<file path="config.mk">
export PLATFORM = sky130hd
export DESIGN_NAME = fc_argmax_flat
export DESIGN_NICKNAME = d
export VERILOG_FILES = /design/src/rtl/fc_argmax_pkg.sv /design/src/rtl/fc_argmax_if.sv /design/src/rtl/fc_argmax_top2_tracker.sv /design/src/rtl/fc_argmax.sv /design/src/flat_wrapper.sv
export SDC_FILE = /design/constraint.sdc
export NUM_CORES = 1
export LEC_CHECK = 0
export ABC_AREA = 1
export ABC_CLOCK_PERIOD_IN_PS = 7400
export BUFFER_PORTS_ARGS = -buffer_cell sky130_fd_sc_hd__buf_2
export CAP_MARGIN = 20
export CORE_AREA = 2 2 369 371
export CTS_CLUSTER_DIAMETER = 50
export DETAILED_ROUTE_END_ITERATION = 8
export DIE_AREA = 0 0 371 373
export GPL_TIMING_DRIVEN = 0
export MAX_ROUTING_LAYER = met4
export SLEW_MARGIN = 5
export SYNTH_ARGS = -nofsm -noshare
export SYNTH_HDL_FRONTEND = slang
export SYNTH_HIERARCHICAL = 1
export SYNTH_SLANG_ARGS = --single-unit
export TNS_END_PERCENT = 20
</file>
<file path="constraint.sdc">
create_clock -name clk -period 7.4 [get_ports clk]
set_clock_uncertainty 0.15 [all_clocks]
set_input_delay 1.48 -clock clk [delete_from_list [all_inputs] [get_ports clk]]
set_output_delay 1.48 -clock clk [all_outputs]
set_load 0.05 [all_outputs]
</file>
<file path="src/rtl/fc_argmax_pkg.sv">
// Shared definitions for the classifier output stage.
//   FM_LANE_W     : width of one lane in the fm_bram_1 read word
//   FM_WORD_LANES : lanes per fm_bram_1 read word
//   NUM_CLASS_DEF : default number of class scores
//   state_e       : fc_argmax FSM encoding
package fc_argmax_pkg;

  localparam int unsigned FM_LANE_W     = 16;
  localparam int unsigned FM_WORD_LANES = 56;
  localparam int unsigned FM_WORD_W     = FM_LANE_W * FM_WORD_LANES;
  localparam int unsigned FM_ADDR_W     = 7;
  localparam int unsigned NUM_CLASS_DEF = 10;
  localparam int unsigned CLASS_ID_W    = 4;

  typedef enum logic [2:0] {
    StIdle,
    StRd,
    StWait,
    StScan,
    StDone
  } state_e;

endpackage

</file>
<file path="src/rtl/fc_argmax_if.sv">
// Handshake/result bundle between fc_argmax and its host/BRAM environment.
//   fc_out_en          host -> dut  level enable, rising edge starts a run
//   fm_bram_1_enb      dut -> bram  one-cycle read enable
//   fm_bram_1_addrb    dut -> bram  read address
//   fm_bram_1_doutb    bram -> dut  packed score word
//   fm_bram_1_rdb_vld  bram -> dut  read data valid strobe
//   class_id .. fc_out_finish       dut -> host result signals
// Modport slave is the fc_argmax side, master is the host/BRAM side.
interface fc_argmax_if #(
  parameter int unsigned DW = 16
);

  logic                                  fc_out_en;
  logic                                  fm_bram_1_enb;
  logic [fc_argmax_pkg::FM_ADDR_W-1:0]   fm_bram_1_addrb;
  logic [fc_argmax_pkg::FM_WORD_W-1:0]   fm_bram_1_doutb;
  logic                                  fm_bram_1_rdb_vld;
  logic [fc_argmax_pkg::CLASS_ID_W-1:0]  class_id;
  logic [DW-1:0]                         class_score;
  logic [fc_argmax_pkg::CLASS_ID_W-1:0]  second_id;
  logic [DW:0]                           margin;
  logic                                  result_vld;
  logic                                  fc_out_finish;

  modport slave (
    input  fc_out_en,
    input  fm_bram_1_doutb,
    input  fm_bram_1_rdb_vld,
    output fm_bram_1_enb,
    output fm_bram_1_addrb,
    output class_id,
    output class_score,
    output second_id,
    output margin,
    output result_vld,
    output fc_out_finish
  );

  modport master (
    output fc_out_en,
    output fm_bram_1_doutb,
    output fm_bram_1_rdb_vld,
    input  fm_bram_1_enb,
    input  fm_bram_1_addrb,
    input  class_id,
    input  class_score,
    input  second_id,
    input  margin,
    input  result_vld,
    input  fc_out_finish
  );

endinterface

</file>
<file path="src/rtl/fc_argmax_top2_tracker.sv">
// Running best / runner-up tracker for a serial scan of signed scores.
//   clk, rst       clock, async active-low reset
//   lane_i         score of the lane being scanned
//   idx_i          index of that lane
//   load_i         first lane: seed best, runner-up set to most-negative value
//   step_i         later lanes: strict-greater update, so ties keep the lower index
//   best_o/_id_o   current maximum and its index
//   second_o/_id_o current runner-up and its index
module fc_argmax_top2_tracker
  import fc_argmax_pkg::*;
#(
  parameter int unsigned DW = 16
) (
  input  logic                  clk,
  input  logic                  rst,
  input  logic [DW-1:0]         lane_i,
  input  logic [CLASS_ID_W-1:0] idx_i,
  input  logic                  load_i,
  input  logic                  step_i,
  output logic [DW-1:0]         best_o,
  output logic [CLASS_ID_W-1:0] best_id_o,
  output logic [DW-1:0]         second_o,
  output logic [CLASS_ID_W-1:0] second_id_o
);

  localparam logic [DW-1:0] MinVal = {1'b1, {(DW-1){1'b0}}};

  logic [DW-1:0]         best_q;
  logic [CLASS_ID_W-1:0] best_id_q;
  logic [DW-1:0]         second_q;
  logic [CLASS_ID_W-1:0] second_id_q;

  always_ff @(posedge clk or negedge rst) begin
    if (!rst) begin
      best_q      <= '0;
      best_id_q   <= '0;
      second_q    <= '0;
      second_id_q <= '0;
    end else if (load_i) begin
      best_q      <= lane_i;
      best_id_q   <= '0;
      second_q    <= MinVal;
      second_id_q <= '0;
    end else if (step_i) begin
      if ($signed(lane_i) > $signed(best_q)) begin
        // New maximum: old best is demoted to runner-up
        second_q    <= best_q;
        second_id_q <= best_id_q;
        best_q      <= lane_i;
        best_id_q   <= idx_i;
      end else if ($signed(lane_i) > $signed(second_q)) begin
        second_q    <= lane_i;
        second_id_q <= idx_i;
      end
    end
  end

  assign best_o      = best_q;
  assign best_id_o   = best_id_q;
  assign second_o    = second_q;
  assign second_id_o = second_id_q;

endmodule

</file>
<file path="src/rtl/fc_argmax.sv">
// Classifier output stage: reads the final score word from fm_bram_1 once, scans
// NUM_CLASS lanes one per cycle and commits winner, runner-up and margin.
//   clk   clock
//   rst   async reset, active-low
//   bus   fc_argmax_if slave: start/enable, BRAM read port, result outputs
module fc_argmax
  import fc_argmax_pkg::*;
#(
  parameter int unsigned NUM_CLASS = NUM_CLASS_DEF,
  parameter int unsigned DW        = FM_LANE_W,
  parameter int unsigned RES_ADDR  = 0
) (
  input  logic         clk,
  input  logic         rst,
  fc_argmax_if.slave   bus
);

  localparam int unsigned           VecW    = NUM_CLASS * FM_LANE_W;
  localparam logic [CLASS_ID_W-1:0] LastIdx = CLASS_ID_W'(NUM_CLASS - 1);
  localparam logic [FM_ADDR_W-1:0]  ResAddr = FM_ADDR_W'(RES_ADDR);

  state_e                state_q;
  logic                  en_q;
  logic                  start;
  logic                  enb_q;
  logic [FM_ADDR_W-1:0]  addr_q;
  logic [VecW-1:0]       score_vec_q;
  logic [CLASS_ID_W-1:0] idx_q;
  logic [CLASS_ID_W-1:0] class_id_q;
  logic [DW-1:0]         class_score_q;
  logic [CLASS_ID_W-1:0] second_id_q;
  logic [DW:0]           margin_q;
  logic                  result_vld_q;
  logic                  finish_q;

  logic [DW-1:0]         lane;
  logic                  trk_load;
  logic                  trk_step;
  logic [DW-1:0]         best;
  logic [CLASS_ID_W-1:0] best_id;
  logic [DW-1:0]         second;
  logic [CLASS_ID_W-1:0] second_id;
  logic [DW:0]           margin_d;

  // Lanes at and above NUM_CLASS carry no scores for this stage
  logic unused_hi_lanes;
  assign unused_hi_lanes = ^bus.fm_bram_1_doutb[FM_WORD_W-1:VecW];

  assign start = bus.fc_out_en & ~en_q;

  always_comb begin
    lane = '0;
    for (int k = 0; k < int'(NUM_CLASS); k++) begin
      if (idx_q == CLASS_ID_W'(k)) lane = score_vec_q[k*FM_LANE_W +: DW];
    end
  end

  assign trk_load = (state_q == StScan) && (idx_q == '0);
  assign trk_step = (state_q == StScan) && (idx_q != '0);

  // Sign-extend both operands so the difference fits without wrap
  assign margin_d = {best[DW-1], best} - {second[DW-1], second};

  fc_argmax_top2_tracker #(
    .DW (DW)
  ) u_tracker (
    .clk         (clk),
    .rst         (rst),
    .lane_i      (lane),
    .idx_i       (idx_q),
    .load_i      (trk_load),
    .step_i      (trk_step),
    .best_o      (best),
    .best_id_o   (best_id),
    .second_o    (second),
    .second_id_o (second_id)
  );

  always_ff @(posedge clk or negedge rst) begin
    if (!rst) begin
      state_q       <= StIdle;
      en_q          <= 1'b0;
      enb_q         <= 1'b0;
      addr_q        <= '0;
      score_vec_q   <= '0;
      idx_q         <= '0;
      class_id_q    <= '0;
      class_score_q <= '0;
      second_id_q   <= '0;
      margin_q      <= '0;
      result_vld_q  <= 1'b0;
      finish_q      <= 1'b0;
    end else begin
      en_q   <= bus.fc_out_en;
      enb_q  <= 1'b0;
      addr_q <= ResAddr;
      if (!bus.fc_out_en) begin
        // Abort: partial scan dropped, committed results kept
        state_q <= StIdle;
      end else begin
        unique case (state_q)
          StIdle: begin
            if (start) begin
              state_q      <= StRd;
              enb_q        <= 1'b1;
              finish_q     <= 1'b0;
              result_vld_q <= 1'b0;
            end
          end
          StRd: begin
            state_q <= StWait;
          end
          StWait: begin
            if (bus.fm_bram_1_rdb_vld) begin
              score_vec_q <= bus.fm_bram_1_doutb[VecW-1:0];
              idx_q       <= '0;
              state_q     <= StScan;
            end
          end
          StScan: begin
            if (idx_q == LastIdx) begin
              state_q <= StDone;
            end else begin
              idx_q <= idx_q + 1'b1;
            end
          end
          StDone: begin
            class_id_q    <= best_id;
            class_score_q <= best;
            second_id_q   <= second_id;
            margin_q      <= margin_d;
            result_vld_q  <= 1'b1;
            finish_q      <= 1'b1;
            state_q       <= StIdle;
          end
          default: state_q <= StIdle;
        endcase
      end
    end
  end

  assign bus.fm_bram_1_enb   = enb_q;
  assign bus.fm_bram_1_addrb = addr_q;
  assign bus.class_id        = class_id_q;
  assign bus.class_score     = class_score_q;
  assign bus.second_id       = second_id_q;
  assign bus.margin          = margin_q;
  assign bus.result_vld      = result_vld_q;
  assign bus.fc_out_finish   = finish_q;

endmodule

</file>
<file path="src/flat_wrapper.sv">
// flat-port wrapper written by rule: the top's interface ports become plain ports
module fc_argmax_flat import fc_argmax_pkg::*;
#(
  parameter int unsigned NUM_CLASS = NUM_CLASS_DEF,
  parameter int unsigned DW        = FM_LANE_W,
  parameter int unsigned RES_ADDR  = 0
)
  (clk, rst, bus_fc_out_en, bus_fm_bram_1_doutb, bus_fm_bram_1_rdb_vld, bus_fm_bram_1_enb, bus_fm_bram_1_addrb, bus_class_id, bus_class_score, bus_second_id, bus_margin, bus_result_vld, bus_fc_out_finish);
  fc_argmax_if #(.DW(DW)) bus_i ();
  input  logic clk;
  input  logic rst;
  input wire logic [$bits(bus_i.fc_out_en)-1:0] bus_fc_out_en;
  input wire logic [$bits(bus_i.fm_bram_1_doutb)-1:0] bus_fm_bram_1_doutb;
  input wire logic [$bits(bus_i.fm_bram_1_rdb_vld)-1:0] bus_fm_bram_1_rdb_vld;
  output wire logic [$bits(bus_i.fm_bram_1_enb)-1:0] bus_fm_bram_1_enb;
  output wire logic [$bits(bus_i.fm_bram_1_addrb)-1:0] bus_fm_bram_1_addrb;
  output wire logic [$bits(bus_i.class_id)-1:0] bus_class_id;
  output wire logic [$bits(bus_i.class_score)-1:0] bus_class_score;
  output wire logic [$bits(bus_i.second_id)-1:0] bus_second_id;
  output wire logic [$bits(bus_i.margin)-1:0] bus_margin;
  output wire logic [$bits(bus_i.result_vld)-1:0] bus_result_vld;
  output wire logic [$bits(bus_i.fc_out_finish)-1:0] bus_fc_out_finish;
  assign bus_i.fc_out_en = bus_fc_out_en;
  assign bus_i.fm_bram_1_doutb = bus_fm_bram_1_doutb;
  assign bus_i.fm_bram_1_rdb_vld = bus_fm_bram_1_rdb_vld;
  assign bus_fm_bram_1_enb = bus_i.fm_bram_1_enb;
  assign bus_fm_bram_1_addrb = bus_i.fm_bram_1_addrb;
  assign bus_class_id = bus_i.class_id;
  assign bus_class_score = bus_i.class_score;
  assign bus_second_id = bus_i.second_id;
  assign bus_margin = bus_i.margin;
  assign bus_result_vld = bus_i.result_vld;
  assign bus_fc_out_finish = bus_i.fc_out_finish;
  fc_argmax #(.NUM_CLASS(NUM_CLASS), .DW(DW), .RES_ADDR(RES_ADDR)) u_core (.clk(clk), .rst(rst), .bus(bus_i));
endmodule
</file>
**Yosys cells after proc, flatten, opt, wreduce, memory -nomap -nowiden**

Index checks and enable logic that the tools add are counted.

- Logic and storage cells: 93
- Bits in registers: 251
- Input port bits: 900
- Output and inout port bits: 51

- Equality and inequality tests: 19
- Bitwise logic cells: 2
- Reductions and logical operators: 17
- Muxes and demuxes: 37
- $add $sub $neg: 2
- $lt $le $gt $ge: 2

Operators with widths:

| cell | count |
|---|---|
| 16-bit two-way mux | 17 |
| 4-bit two-way mux | 9 |
| 16-bit > comparator | 2 |
| 16-bit by 16-bit subtractor with 17-bit output | 1 |
| 4-bit by 3-bit == test with 1-bit output (second input constant) | 4 |
| 3-bit two-way mux | 4 |
| 3-bit case mux with 4 select lines | 1 |
| 3-bit AND reduction | 3 |
| 4-bit by 2-bit == test with 1-bit output (second input constant) | 2 |
| 4-bit == test (second input constant) | 2 |
| 4-bit case mux with 2 select lines | 1 |
| 2-bit nonzero test | 4 |
| 3-bit by 2-bit == test with 1-bit output (second input constant) | 2 |
| 3-bit by 2-bit inequality test with 1-bit output (second input constant) | 2 |
| 2-bit AND reduction | 3 |
| 4-bit by 1-bit adder with 4-bit output (second input constant) | 1 |
| 4-bit by 1-bit == test with 1-bit output (second input constant) | 1 |
| 4-bit zero test | 1 |
| 1-bit two-way mux | 4 |
| 2-bit inequality test (second input constant) | 2 |
| 4-bit AND reduction | 1 |
| 4-bit nonzero test | 1 |
| 3-bit by 1-bit == test with 1-bit output (second input constant) | 1 |
| 3-bit == test (second input constant) | 1 |
| 8 further kinds | 9 |

**Logic depth before layout (Yosys ltp)**

- Word-level depth: 16
- Mapped depth: 33

**Modules after synthesis**

Netlist, hierarchy kept.

By module, submodules not included:

| module | times used | seq. area each (µm²) | area an instance (µm²) | cells each |
|---|---|---|---|---|
| fc_argmax | 1 | 5280.1 | 10721.5 | 1464 |
| fc_argmax_top2_tracker | 1 | 1001.0 | 2812.7 | 378 |

**Worst setup path after synthesis**

OpenSTA, ideal clock, no wires.

- Path type: reg2reg
- Start: register u_core.idx_q[0]
- End: register u_core.u_tracker.second_id_q[3], in the netlist u_core/u_tracker/second_id_o[3]
- Buffers on the path: 3
- Required time: 7.132 ns
- Path slack: 4.105 ns
- Library setup time: 0.118 ns
- Arrival time: 3.027 ns
- Stages on the path, launching flop included: 29
- Cells stage by stage: dfrtp_1 > inv_1 > ha_1 > buf_2 > clkbuf_1 > nand4_1 > nand3_1 > nand2_1 > nand3b_1 > nand2_1 > nand2_1 > nand2_1 > nand2_1 > nand2_1 > nand2_1 > ha_1 > nand2_1 > inv_1 > o21bai_1 > nand2_1 > a21oi_2 > nand2_1 > nand2_2 > nand3_1 > buf_4 > nand2_1 > nand2_1 > nand3_1 > nand2_1

- Longest elaborated chain between the ends: 15

RTL lines:

| what | line | text |
|---|---|---|
| start, declared | fc_argmax.sv:28 | `logic [CLASS_ID_W-1:0] idx_q;` |
| start signal, assigned | fc_argmax.sv:124 | `idx_q <= idx_q + 1'b1;` |
| 4-bit zero test | fc_argmax.sv:54 | `if (idx_q == CLASS_ID_W'(k)) lane = score_vec_q[k*FM_LANE_W +: DW];` |
| 16-bit two-way mux (9 in series) | fc_argmax.sv:54 |  |
| 16-bit two-way mux (*) | fc_argmax.sv:54 |  |
| named net u_core.lane[13] | fc_argmax.sv:36 | `logic [DW-1:0] lane;` |
| 16-bit > comparator | fc_argmax_top2_tracker.sv:45 | `if ($signed(lane_i) > $signed(best_q)) begin` |
| 4-bit two-way mux | fc_argmax_top2_tracker.sv:45 |  |
| 4-bit two-way mux | fc_argmax_top2_tracker.sv:44 | `end else if (step_i) begin` |
| 4-bit two-way mux | fc_argmax_top2_tracker.sv:39 | `end else if (load_i) begin` |
| end signal, assigned | fc_argmax_top2_tracker.sv:48 | `second_id_q <= best_id_q;` |
| end signal, assigned | fc_argmax_top2_tracker.sv:53 | `second_id_q <= idx_i;` |
| end, declared | fc_argmax_top2_tracker.sv:31 | `logic [CLASS_ID_W-1:0] second_id_q;` |

Mark *: on every way through the listed nets, which the timed path passes. The rest lies on a longest branch. The select of a mux whose other input is x is not followed.
A chain may end at the register's enable or synchronous reset.

**Final worst setup path**

- Start: register u_core.idx_q[1]
- End: register u_core.u_tracker.best_q[10], in the netlist u_core/u_tracker/best_o[10]

- Longest elaborated chain between the ends: 14

RTL lines:

| what | line | text |
|---|---|---|
| 4-bit zero test | fc_argmax.sv:54 |  |
| 16-bit two-way mux (9 in series) | fc_argmax.sv:54 |  |
| 16-bit two-way mux (*) | fc_argmax.sv:54 |  |
| named net u_core.lane[13] | fc_argmax.sv:36 |  |
| 16-bit > comparator (*) | fc_argmax_top2_tracker.sv:45 |  |
| 2-bit nonzero test (no source line) (*) | -- |  |
| 2-bit AND reduction (no source line) (*) | -- |  |
| end signal, assigned | fc_argmax_top2_tracker.sv:40 | `best_q <= lane_i;` |
| end signal, assigned | fc_argmax_top2_tracker.sv:49 | `best_q <= lane_i;` |
| end, declared | fc_argmax_top2_tracker.sv:28 | `logic [DW-1:0] best_q;` |

Marked as above.

==> results.sh <==
export IMPL_initialDrtViolationCount=952
export IMPL_synthCells=1842
export IMPL_syn_avg_cell_area_um2=7.348
export IMPL_ys_types=43
export IMPL_dpl_hpwl_um=46890
export IMPL_grt_use_total_pct=8.306
export IMPL_grt_max_degree=106
export IMPL_start_kind="flip-flop"
export IMPL_htreeDepth=2
export IMPL_synth_edf_count=0
export IMPL_cts_tree="done"
export IMPL_num_vias=12776
export IMPL_placementRows=135
export IMPL_outcome="completed"
export IMPL_drt_pass1_iter_count=7
export IMPL_min_period_ns=4.724
export IMPL_area_delta_synth_final_pct=33.84
export IMPL_ys_ff_latch=251
export IMPL_clock_latency_ns=0.56
export IMPL_relSlewSlack_pct=37.94
export IMPL_cts_resized=0
export IMPL_synth_flop_cell="dfrtp_1"
export IMPL_synthDominantCellAreaShare_pct=46.41
export IMPL_gp_congestion=0.8854
export IMPL_root_buffer="clkbuf_16"
export IMPL_hp_class="flip-flop to flip-flop"
export IMPL_start_util_pct=10.05
export IMPL_cts_buffers=34
export IMPL_crit_type="flip-flop to flip-flop"
export IMPL_post_cts_buffers=0
export IMPL_dieArea_um2=138400
export IMPL_max_freq_mhz=211.7
export IMPL_io_pins=951
export IMPL_ant_nets=0
export IMPL_cts_buffer_depth=3
export IMPL_maxCapViolCount=0
export IMPL_die_h_um=373
export IMPL_final_cell_area_um2=18110
export IMPL_path_clk_slew_ns=0.06
export IMPL_finalWirelength_um=56500
export IMPL_finalSetupViolations=0
export IMPL_power_density_nw_per_um2=474.0
export IMPL_worst_pin_slew_ns=0.9309
export IMPL_syn_area_um2=13530
export IMPL_viasPerCell=3.261
export IMPL_yosysMostFrequentCell="nand2_1"
export IMPL_drcViolationCount=0
export IMPL_fin_crit_sh_pct=63.83
export IMPL_synth_common_cells="nand2_1, dfrtp_1, inv_1, nor2_1, o21ai_0"
export IMPL_antenna_found_initial=22
export IMPL_core_um2=134600
export IMPL_critPathRequiredTime_ns=7.67
export IMPL_grt_pass1_vias=12513
export IMPL_synth_largest_area_cell="dfrtp_1"
export IMPL_total_leakage_power_nw=9.002
export IMPL_async_flop_share_pct=100.0
export IMPL_cp_arrival_ns=4.99
export IMPL_hold_buffers=0
export IMPL_cp_max_fo=10
export IMPL_slew_viol_final=0
export IMPL_drive_above_1_share_pct=16.26
export IMPL_die_x_um=371
export IMPL_tns_ns=0
export IMPL_wl_per_cell_um=14.42
export IMPL_overflow=0
export IMPL_grt_pass1_wl_um=81960
export IMPL_dpl_cell_area_um2=16890
export IMPL_peakVddDrop_mv=0.2098
export IMPL_finalHoldViolations=0
export IMPL_critPathCaptureType="flip-flop"
export IMPL_clock_sinks=251
export IMPL_yosysSeqAreaShare_pct=46.41
export IMPL_synth_area_leaders="dfrtp_1, nand2_1, ha_1"
export IMPL_rsz0062_at_grt="false"
export IMPL_fill_cells=15528
export IMPL_io_buffers=207
export IMPL_synth_warning_count=6
export IMPL_nets=3046
==> metal layers <==
| metal | part of all wire (%) | up-vias | GRT usage [%] |
|---|---|---|---|
| met2 | 40 | 391 | 11.46 |
| met5 | 0 | - | - |
| li1 | - | 6341 | - |
| met3 | 8.1 | 75 | 3.108 |
| met4 | 2.5 | 0 | 2.108 |
| met1 | 49 | 5969 | 11.25 |
==> critical path: stages, from the launching register on <==
cell      delay [ns]
dfrtp_1         0.58
inv_1           0.14
ha_1            0.29
inv_2           0.21
clkbuf_1        0.37
nand4_1         0.14
nand3_1         0.17
nand2_1         0.08
nand3b_1        0.15
nand2_1         0.12
nand2_1         0.07
nand2_1         0.08
nand2_1         0.08
nand2_1         0.17
nand2_1         0.25
ha_1            0.28
nand2_1         0.07
inv_1           0.03
o21bai_1        0.11
nand2_1         0.08
a21oi_2         0.16
nand2_1         0.09
nand2_2         0.10
nand4_2         0.15
nand2_2         0.13
buf_2           0.23
o21ai_1         0.09
==> stage by stage <==
step	std cells	hold slack (ns)	setup WS, ns	total power, W	util, %
after CTS	3897	0.3165	2.740	0.008647	13.42
after global routing	3916	0.3330	2.280	0.009379	13.45
after global placement	3836	0.3000	0.01694	0.006802	12.50
after floorplan	1848	0.2674	4.105	0.005355	-
after detailed placement	3838	0.3029	2.809	0.006871	12.54
final	3918	0.3126	2.676	0.008585	13.46
==> cells in the final DEF, fill, tap and decap left out, types with 4 or more instances in the layout <==
cell type,Yosys,routed
a21o_1,4,4
a21oi_1,30,30
buf_2,34,240
buf_4,17,17
bufinv_16,0,4
clkbuf_1,44,48
clkbuf_16,0,34
clkbuf_8,0,4
conb_1,1,7
dfrtp_1,251,251
diode_2,0,21
ha_1,52,52
inv_1,147,147
inv_2,5,5
nand2_1,847,847
nand3_1,66,66
nand3b_1,17,17
nand4_1,62,62
nor2_1,90,90
nor3_1,7,7
o21ai_0,75,75
o21ai_1,46,46
or2_2,7,7
==> power by group <==
| group | internal [W] | switching (W) | total [W] |
|---|---|---|---|
| clock network | 0.00104 | 0.000671 | 0.00171 |
| logic | 0.00143 | 0.00312 | 0.00455 |
| registers | 0.00195 | 0.000375 | 0.00233 |
| total | 0.00442 | 0.00416 | 0.00859 |
==> final timing paths <==
kind	start	to	slack, ns	cells past startpoint
max	u_core/idx_q[1]	u_core/u_tracker/best_o[10]	2.68	26
min	u_core/bus.class_id[3]	u_core/bus.class_id[3]	0.31	2
max reg2reg	u_core/idx_q[1]	u_core/u_tracker/best_o[10]	2.68	26
min reg2reg	u_core/bus.class_id[3]	u_core/bus.class_id[3]	0.31	2
max in group asynchronous	rst	u_core/bus.margin[5]	5.40	2
min in group asynchronous	rst	u_core/score_vec_q[59]	0.71	1
==> cell type report <==
class	instances	area (µm²)	area share, %
Clock inverter	17	254.0	1.402
Sequential cell	251	6281	34.68
Multi-Input combinational cell	1344	6205	34.25
Tap cell	1781	2228	12.30
Antenna cell	21	52.55	0.2901
Buffer	100	496.7	2.742
Inverter	153	574.3	3.171
Clock buffer	42	920.9	5.084
Timing Repair Buffer	209	1101	6.079
==> cells by family after synthesis <==
| group | share of synthesized area [%] |
|---|---|
| simple gates | 33.95 |
| buf+inv | 7.913 |
| flops | 46.41 |
| compound gates | 6.360 |
| fa+ha+maj | 4.955 |
| xor+xnor | 0.3883 |
| other cells | 0.02771 |
==> state kept, by name, summed over array words and instances (netlist names) <==
register / count
u_core/score_vec_q: 160
u_core/bus.margin: 17
u_core/bus.class_score: 16
u_core/u_tracker/best_o: 16
u_core/u_tracker/second_o: 16
u_core/bus.class_id: 4
u_core/bus.second_id: 4
u_core/idx_q: 4
u_core/u_tracker/best_id_o: 4
u_core/u_tracker/second_id_o: 4
u_core/state_q: 3
u_core/bus.fm_bram_1_enb: 1
u_core/bus.result_vld: 1
u_core/en_q: 1
Power figures use the tool's default switching activity.
